<file path="src/rtl/seqdet_pkg.sv">
// Shared types and default parameters for the serial sequence detector.
// The lock FSM states and the missed-frame limit live here.
package seqdet_pkg;

  typedef enum logic [1:0] {
    HUNT   = 2'd0,
    SYNC   = 2'd1,
    LOCKED = 2'd2
  } lock_state_t;

  // Consecutive missed on-period matches that drop lock.
  localparam int MISS_LIMIT = 2;

  localparam int         DEF_PAT_LEN = 4;
  localparam logic [3:0] DEF_PATTERN = 4'b1011;
  localparam int         DEF_PERIOD  = 8;
  localparam int         DEF_LOCK_N  = 3;
  localparam int         DEF_CNT_W   = 8;

endpackage

</file>
<file path="src/rtl/seqdet_shift_match.sv">
// Serial shift register, saturating fill counter and pattern comparator.
// SEQDET_OVERLAP_EN keeps the fill after a match so overlapping patterns are found.
module seqdet_shift_match
  import seqdet_pkg::*;
#(
  parameter int                 PAT_LEN = DEF_PAT_LEN,
  parameter logic [PAT_LEN-1:0] PATTERN = PAT_LEN'(DEF_PATTERN)
) (
  input  logic clk,
  input  logic reset,
  input  logic din_valid,
  input  logic din,
  output logic hit
);

  localparam int FILL_W = $clog2(PAT_LEN + 1);
  localparam logic [FILL_W-1:0] FILL_FULL = FILL_W'(PAT_LEN);

  logic [PAT_LEN-1:0] sr_q;
  logic [PAT_LEN-1:0] sr_d;
  logic [FILL_W-1:0]  fill_q;
  logic [FILL_W-1:0]  fill_d;

  // hit looks at the register as it will be after this edge's shift.
  always_comb begin
    sr_d   = {sr_q[PAT_LEN-2:0], din};
    fill_d = (fill_q == FILL_FULL) ? fill_q : fill_q + 1'b1;
    hit    = din_valid && (fill_d == FILL_FULL) && (sr_d == PATTERN);
  end

  always_ff @(posedge clk or posedge reset) begin
    if (reset) begin
      sr_q   <= '0;
      fill_q <= '0;
    end else if (din_valid) begin
      sr_q <= sr_d;
`ifdef SEQDET_OVERLAP_EN
      fill_q <= fill_d;
`else
      fill_q <= hit ? '0 : fill_d;
`endif
    end
  end

endmodule

</file>
<file path="src/rtl/sequence_detector.sv">
// Serial pattern detector with saturating match counter and a frame-lock FSM
// (HUNT -> SYNC -> LOCKED) that expects one match every PERIOD valid bits.
module sequence_detector
  import seqdet_pkg::*;
#(
  parameter int                 PAT_LEN = DEF_PAT_LEN,
  parameter logic [PAT_LEN-1:0] PATTERN = PAT_LEN'(DEF_PATTERN),
  parameter int                 PERIOD  = DEF_PERIOD,
  parameter int                 LOCK_N  = DEF_LOCK_N,
  parameter int                 CNT_W   = DEF_CNT_W
) (
  input  logic             clk,
  input  logic             reset,
  input  logic             din_valid,
  input  logic             din,
  input  logic             clr_count,
  output logic             match,
  output logic             locked,
  output logic [CNT_W-1:0] match_count,
  output lock_state_t      dbg_state
);

  localparam int PHASE_W = $clog2(PERIOD + 1);
  localparam int GOOD_W  = $clog2(LOCK_N + 1);
  localparam int MISS_W  = $clog2(MISS_LIMIT + 1);
  localparam logic [CNT_W-1:0] CNT_MAX = '1;

  logic               hit;
  lock_state_t        state_q, state_d;
  logic [PHASE_W-1:0] phase_q, phase_d, phase_inc;
  logic [GOOD_W-1:0]  good_q, good_d, good_inc;
  logic [MISS_W-1:0]  miss_q, miss_d, miss_inc;
  logic               at_period;
  logic               locked_d;

  seqdet_shift_match #(
    .PAT_LEN (PAT_LEN),
    .PATTERN (PATTERN)
  ) u_shift_match (
    .clk       (clk),
    .reset     (reset),
    .din_valid (din_valid),
    .din       (din),
    .hit       (hit)
  );

  // FSM state register, including phase / good / miss bookkeeping.
  always_ff @(posedge clk or posedge reset) begin
    if (reset) begin
      state_q <= HUNT;
      phase_q <= '0;
      good_q  <= '0;
      miss_q  <= '0;
    end else begin
      state_q <= state_d;
      phase_q <= phase_d;
      good_q  <= good_d;
      miss_q  <= miss_d;
    end
  end

  assign phase_inc = phase_q + 1'b1;
  assign good_inc  = good_q + 1'b1;
  assign miss_inc  = miss_q + 1'b1;
  // True when the bit arriving now is the PERIOD-th since the last accepted match.
  assign at_period = (phase_q == PHASE_W'(PERIOD - 1));

  // Next-state logic; everything holds while din_valid is low.
  always_comb begin
    state_d = state_q;
    phase_d = phase_q;
    good_d  = good_q;
    miss_d  = miss_q;
    if (din_valid) begin
      case (state_q)
        HUNT: begin
          phase_d = '0;
          good_d  = '0;
          miss_d  = '0;
          if (hit) begin
            state_d = SYNC;
            good_d  = GOOD_W'(1);
          end
        end
        SYNC: begin
          if (at_period) begin
            phase_d = '0;
            if (!hit) begin
              state_d = HUNT;
              good_d  = '0;
            end else begin
              good_d = good_inc;
              if (good_inc == GOOD_W'(LOCK_N)) begin
                state_d = LOCKED;
                miss_d  = '0;
              end
            end
          end else if (hit) begin
            good_d  = GOOD_W'(1);
            phase_d = '0;
          end else begin
            phase_d = phase_inc;
          end
        end
        LOCKED: begin
          // Off-phase matches are ignored here.
          if (at_period) begin
            phase_d = '0;
            if (hit) begin
              miss_d = '0;
            end else if (miss_inc == MISS_W'(MISS_LIMIT)) begin
              state_d = HUNT;
              miss_d  = '0;
              good_d  = '0;
            end else begin
              miss_d = miss_inc;
            end
          end else begin
            phase_d = phase_inc;
          end
        end
        default: begin
          state_d = HUNT;
          phase_d = '0;
          good_d  = '0;
          miss_d  = '0;
        end
      endcase
    end
  end

  // Output decode; locked is registered so it tracks state exactly.
  always_comb begin
    locked_d = (state_d == LOCKED);
  end

  always_ff @(posedge clk or posedge reset) begin
    if (reset) begin
      match  <= 1'b0;
      locked <= 1'b0;
    end else begin
      match  <= hit;
      locked <= locked_d;
    end
  end

  // A clear coinciding with a match leaves exactly that match counted.
  always_ff @(posedge clk or posedge reset) begin
    if (reset) begin
      match_count <= '0;
    end else if (clr_count) begin
      match_count <= hit ? CNT_W'(1) : '0;
    end else if (hit && (match_count != CNT_MAX)) begin
      match_count <= match_count + 1'b1;
    end
  end

  assign dbg_state = state_q;

endmodule
</file>
<file path="config.mk">
export PLATFORM = sky130hd
export DESIGN_NAME = sequence_detector
export DESIGN_NICKNAME = d
export VERILOG_FILES = /design/src/rtl/seqdet_pkg.sv /design/src/rtl/seqdet_shift_match.sv /design/src/rtl/sequence_detector.sv
export SDC_FILE = /design/constraint.sdc
export NUM_CORES = 1
export LEC_CHECK = 0
export BUFFER_PORTS_ARGS = -buffer_cell sky130_fd_sc_hd__buf_2
export CAP_MARGIN = 30
export CORE_ASPECT_RATIO = 1.75
export CORE_MARGIN = 1
export CORE_UTILIZATION = 57
export CTS_CLUSTER_SIZE = 10
export DETAILED_ROUTE_END_ITERATION = 8
export PLACE_DENSITY = 0.82
export SYNTH_ARGS = -nofsm -noshare
export SYNTH_HDL_FRONTEND = slang
export SYNTH_SLANG_ARGS = --single-unit
export TNS_END_PERCENT = 1
</file>
<file path="constraint.sdc">
create_clock -name clk -period 3.1 [get_ports clk]
set_input_delay 0.62 -clock clk [delete_from_list [all_inputs] [get_ports clk]]
set_output_delay 0.62 -clock clk [all_outputs]
set_load 0.01 [all_outputs]
</file>
==> qor.yml <==
ys_seq_area_share_pct: 42.9
fp.dieW_um: 41.0
path_class: "flip-flop to flip-flop"
cp_data_arrival_time_ps: 2580
core-area_sq_mm: 0.00249
cp_cell_sequence: "inv_1 -> ha_1 -> or3b_4 -> a31oi_4 -> nand2_4 -> clkinv_4 -> o21ai_2 -> a22o_1 -> mux2_4"
dr.first_iter.drc_count: 36
power_switching_w: 0.000377
fin_cells: 199
yosys_warnings: 0
skew_ps: 5.01
fin_setup_tns_ps: 0
worstSkewPairLatency_ps: 270
grt_max_degree: 27
final_nets: 189
finalCriticalPeriod_ps: 2420
finish.utilization_pct: 68.0
synth-seq-cells: 26
finalCritPeriodShare_pct: 78.2
worst_pin_slew_ps: 397
ctsHtreeMaxLevel: 1
maxSlewHeadroom_pct: 73.5
drt-met1-wl_um: 1170
fmaxAchievable_ghz: 0.413
power_frac_comb_pct: 39.4
drt_wl_total_um: 2990
synthArstFlopShare_pct: 100
synth_edf_count: 0
crit_fanout: 8
peakVddDrop_v: 0.000384
track_usage_pct: 23.3
start_util_pct: 60.8
r2r_slack_ps: 680
post_cts_resize_count: 0
synth.most_common_cell: "dfrtp_1"
wl_met2_um: 1670
yosysTopAreaCellShare_pct: 42.9
root_buffer: "clkbuf_8"
synth.largest_area_cell: "dfrtp_1"
final.setup.worst_slack_ps: 677
syn_inst: 155
synth_area_sq_mm: 0.00152
critPathTopFamily: "compound AO/OA/AOI/OAI gates"
intPower_w: 0.000651
critPathBufInv: 2
dr_wl_met3_um: 88
timing_hold_violations_final: 0
place.gp.congestion: 0.864
setup_viol: 0
cts_tree: "yes"
power_density_mw_per_mm2: 607
rsz0062_at_grt: "no"
avgSynthCellArea_sq_um: 9.78
cts_setup_buffers: 0
path_clk_slew_ps: 80
drc_errors: 0
cp_data_required_time_ps: 3250
rows: 24
synth_cell_types: 44
vias_per_cell: 6.02
dp_hpwl_um: 2280
grt_pass1_vias: 1159
ff_latch_area_sq_um: 651
slew_violations: 0
drt_pre_antenna_iters: 4
clockBufferDepth: 2
vias: 1197
status: "complete, no violations"
crit_path_end_kind: "flip-flop"
ios: 17
port_buffers: 16
power.share.switching_pct: 36.6
clockPowerShare_pct: 17.8
placedCellCount: 195
p_leak_nw: 0.800
clock_sinks: 26
synth-main-ff-cell: "dfrtp_1"
pwr-share-seq_pct: 42.7
synth.top_cells.by_count: "dfrtp_1 (26), nand2_1 (16), inv_1 (12), nor2_1 (12)"
antenna_found_initial: 0
grt_overflow: 0
cts_hold_buf: 0
fillers: 211
grt_pass1_wl_um: 4770
fp.dieH_um: 70.2
slowest_delay_ps: 490
drv_cap: 0
die-area_sq_mm: 0.00288
worstHoldPathType: "primary input to async pin"
pre_cts_slack_ps: 673
cts_buffers: 3
drive_gt1_share_pct: 20.2
setup.worst_path.start_class: "flip-flop"
dr.max_layer_used: "met4"
multi_input_area_sq_um: 801
ys_top_cells_by_area: "dfrtp_1 (43%), ha_1 (7.4%), nand2_1 (4.0%)"
wl_per_cell_um: 15.0
slowest_stage: "dfrtp_1"
diodes: 0
syn_nets: 169
ant_nets: 0
area_growth_pct: 11.7
path summary, 6_finish.rpt:
check	startpoint	to	cells after the start
min in group clk	u_shift_match.sr_q[2]	u_shift_match.sr_q[2]	1
worst max register to register	u_shift_match.fill_q[0]	good_q[0]	9
max in group asynchronous	reset	locked	3
worst max-delay path	u_shift_match.fill_q[0]	good_q[0]	9
worst min register to register	u_shift_match.sr_q[2]	u_shift_match.sr_q[2]	1
worst min-delay path	reset	match_count[2]	2
layout make-up:
cell class,instances,share of cell area (%)
clock buffers,3,2.44
inverters,13,3.18
multi-input cells,113,47.3
flip-flops and latches,26,38.4
well taps,26,1.92
repair buffers,18,6.79
cells in the final DEF, fill, tap and decap left out, types with 2 or more instances in the layout:
cell / count
a22o_1: 2
nor3_1: 2
xnor2_1: 3
nand3_1: 9
nand2b_1: 3
nand4b_1: 2
dfrtp_1: 26
xor2_1: 4
ha_1: 9
o21bai_1: 2
mux2i_1: 2
nand2_1: 16
mux2_2: 2
o21ai_0: 7
nand4_1: 3
nor2_1: 12
inv_1: 12
and3_1: 3
a21oi_1: 9
clkbuf_8: 3
buf_2: 16
mux2_4: 2
power by group through the flow:
stage / clock network [W] / logic, W / registers (W)
finish: 0.000183 / 0.000406 / 0.000439
detailed placement: 0 / 0.000396 / 0.000445
global route: 0.000199 / 0.000445 / 0.000446
floorplan: 0 / 0.000318 / 0.000440
CTS: 0.000191 / 0.000400 / 0.000438
global placement: 0 / 0.000388 / 0.000441
kinds of logic (layout without fill, tap and decap cells):
logic type               after synthesis  in the layout  share of synthesized area [%]
AO/OA/AOI/OAI                         33             33                           15.2
adder cells (fa/ha/maj)                9              9                           7.43
XOR/XNOR                               7              7                           4.04
AND/OR/NAND/NOR                       58             58                           21.4
buffers and inverters                 16             34                           4.29
flip-flops                            26             26                           42.9
multiplexers                           6              6                           4.79
layer usage:
layer / track usage, % / vias to the layer above
met5: 0 / -
met4: 7.78 / 0
met3: 1.90 / 8
met2: 43.8 / 32
met1: 23.6 / 570
li1: - / 587
flip-flops by register name (all words and copies together), names as in the netlist:
register              flops
dbg_state                 2
u_shift_match.sr_q        3
match_count               8
locked                    1
u_shift_match.fill_q      3
good_q                    2
miss_q                    2
phase_q                   4
match                     1
stage by stage:
step           area, sq um  hold slack [ps]  power [W]
2_1_floorplan         1520              472   0.000758
3_3_place_gp          1630              492   0.000829
3_5_place_dp          1630              496   0.000841
4_1_cts               1670              516    0.00103
5_1_grt               1690              344    0.00109
6_report              1690              310    0.00103
No activity file was read; power rests on OpenSTA's default activity.
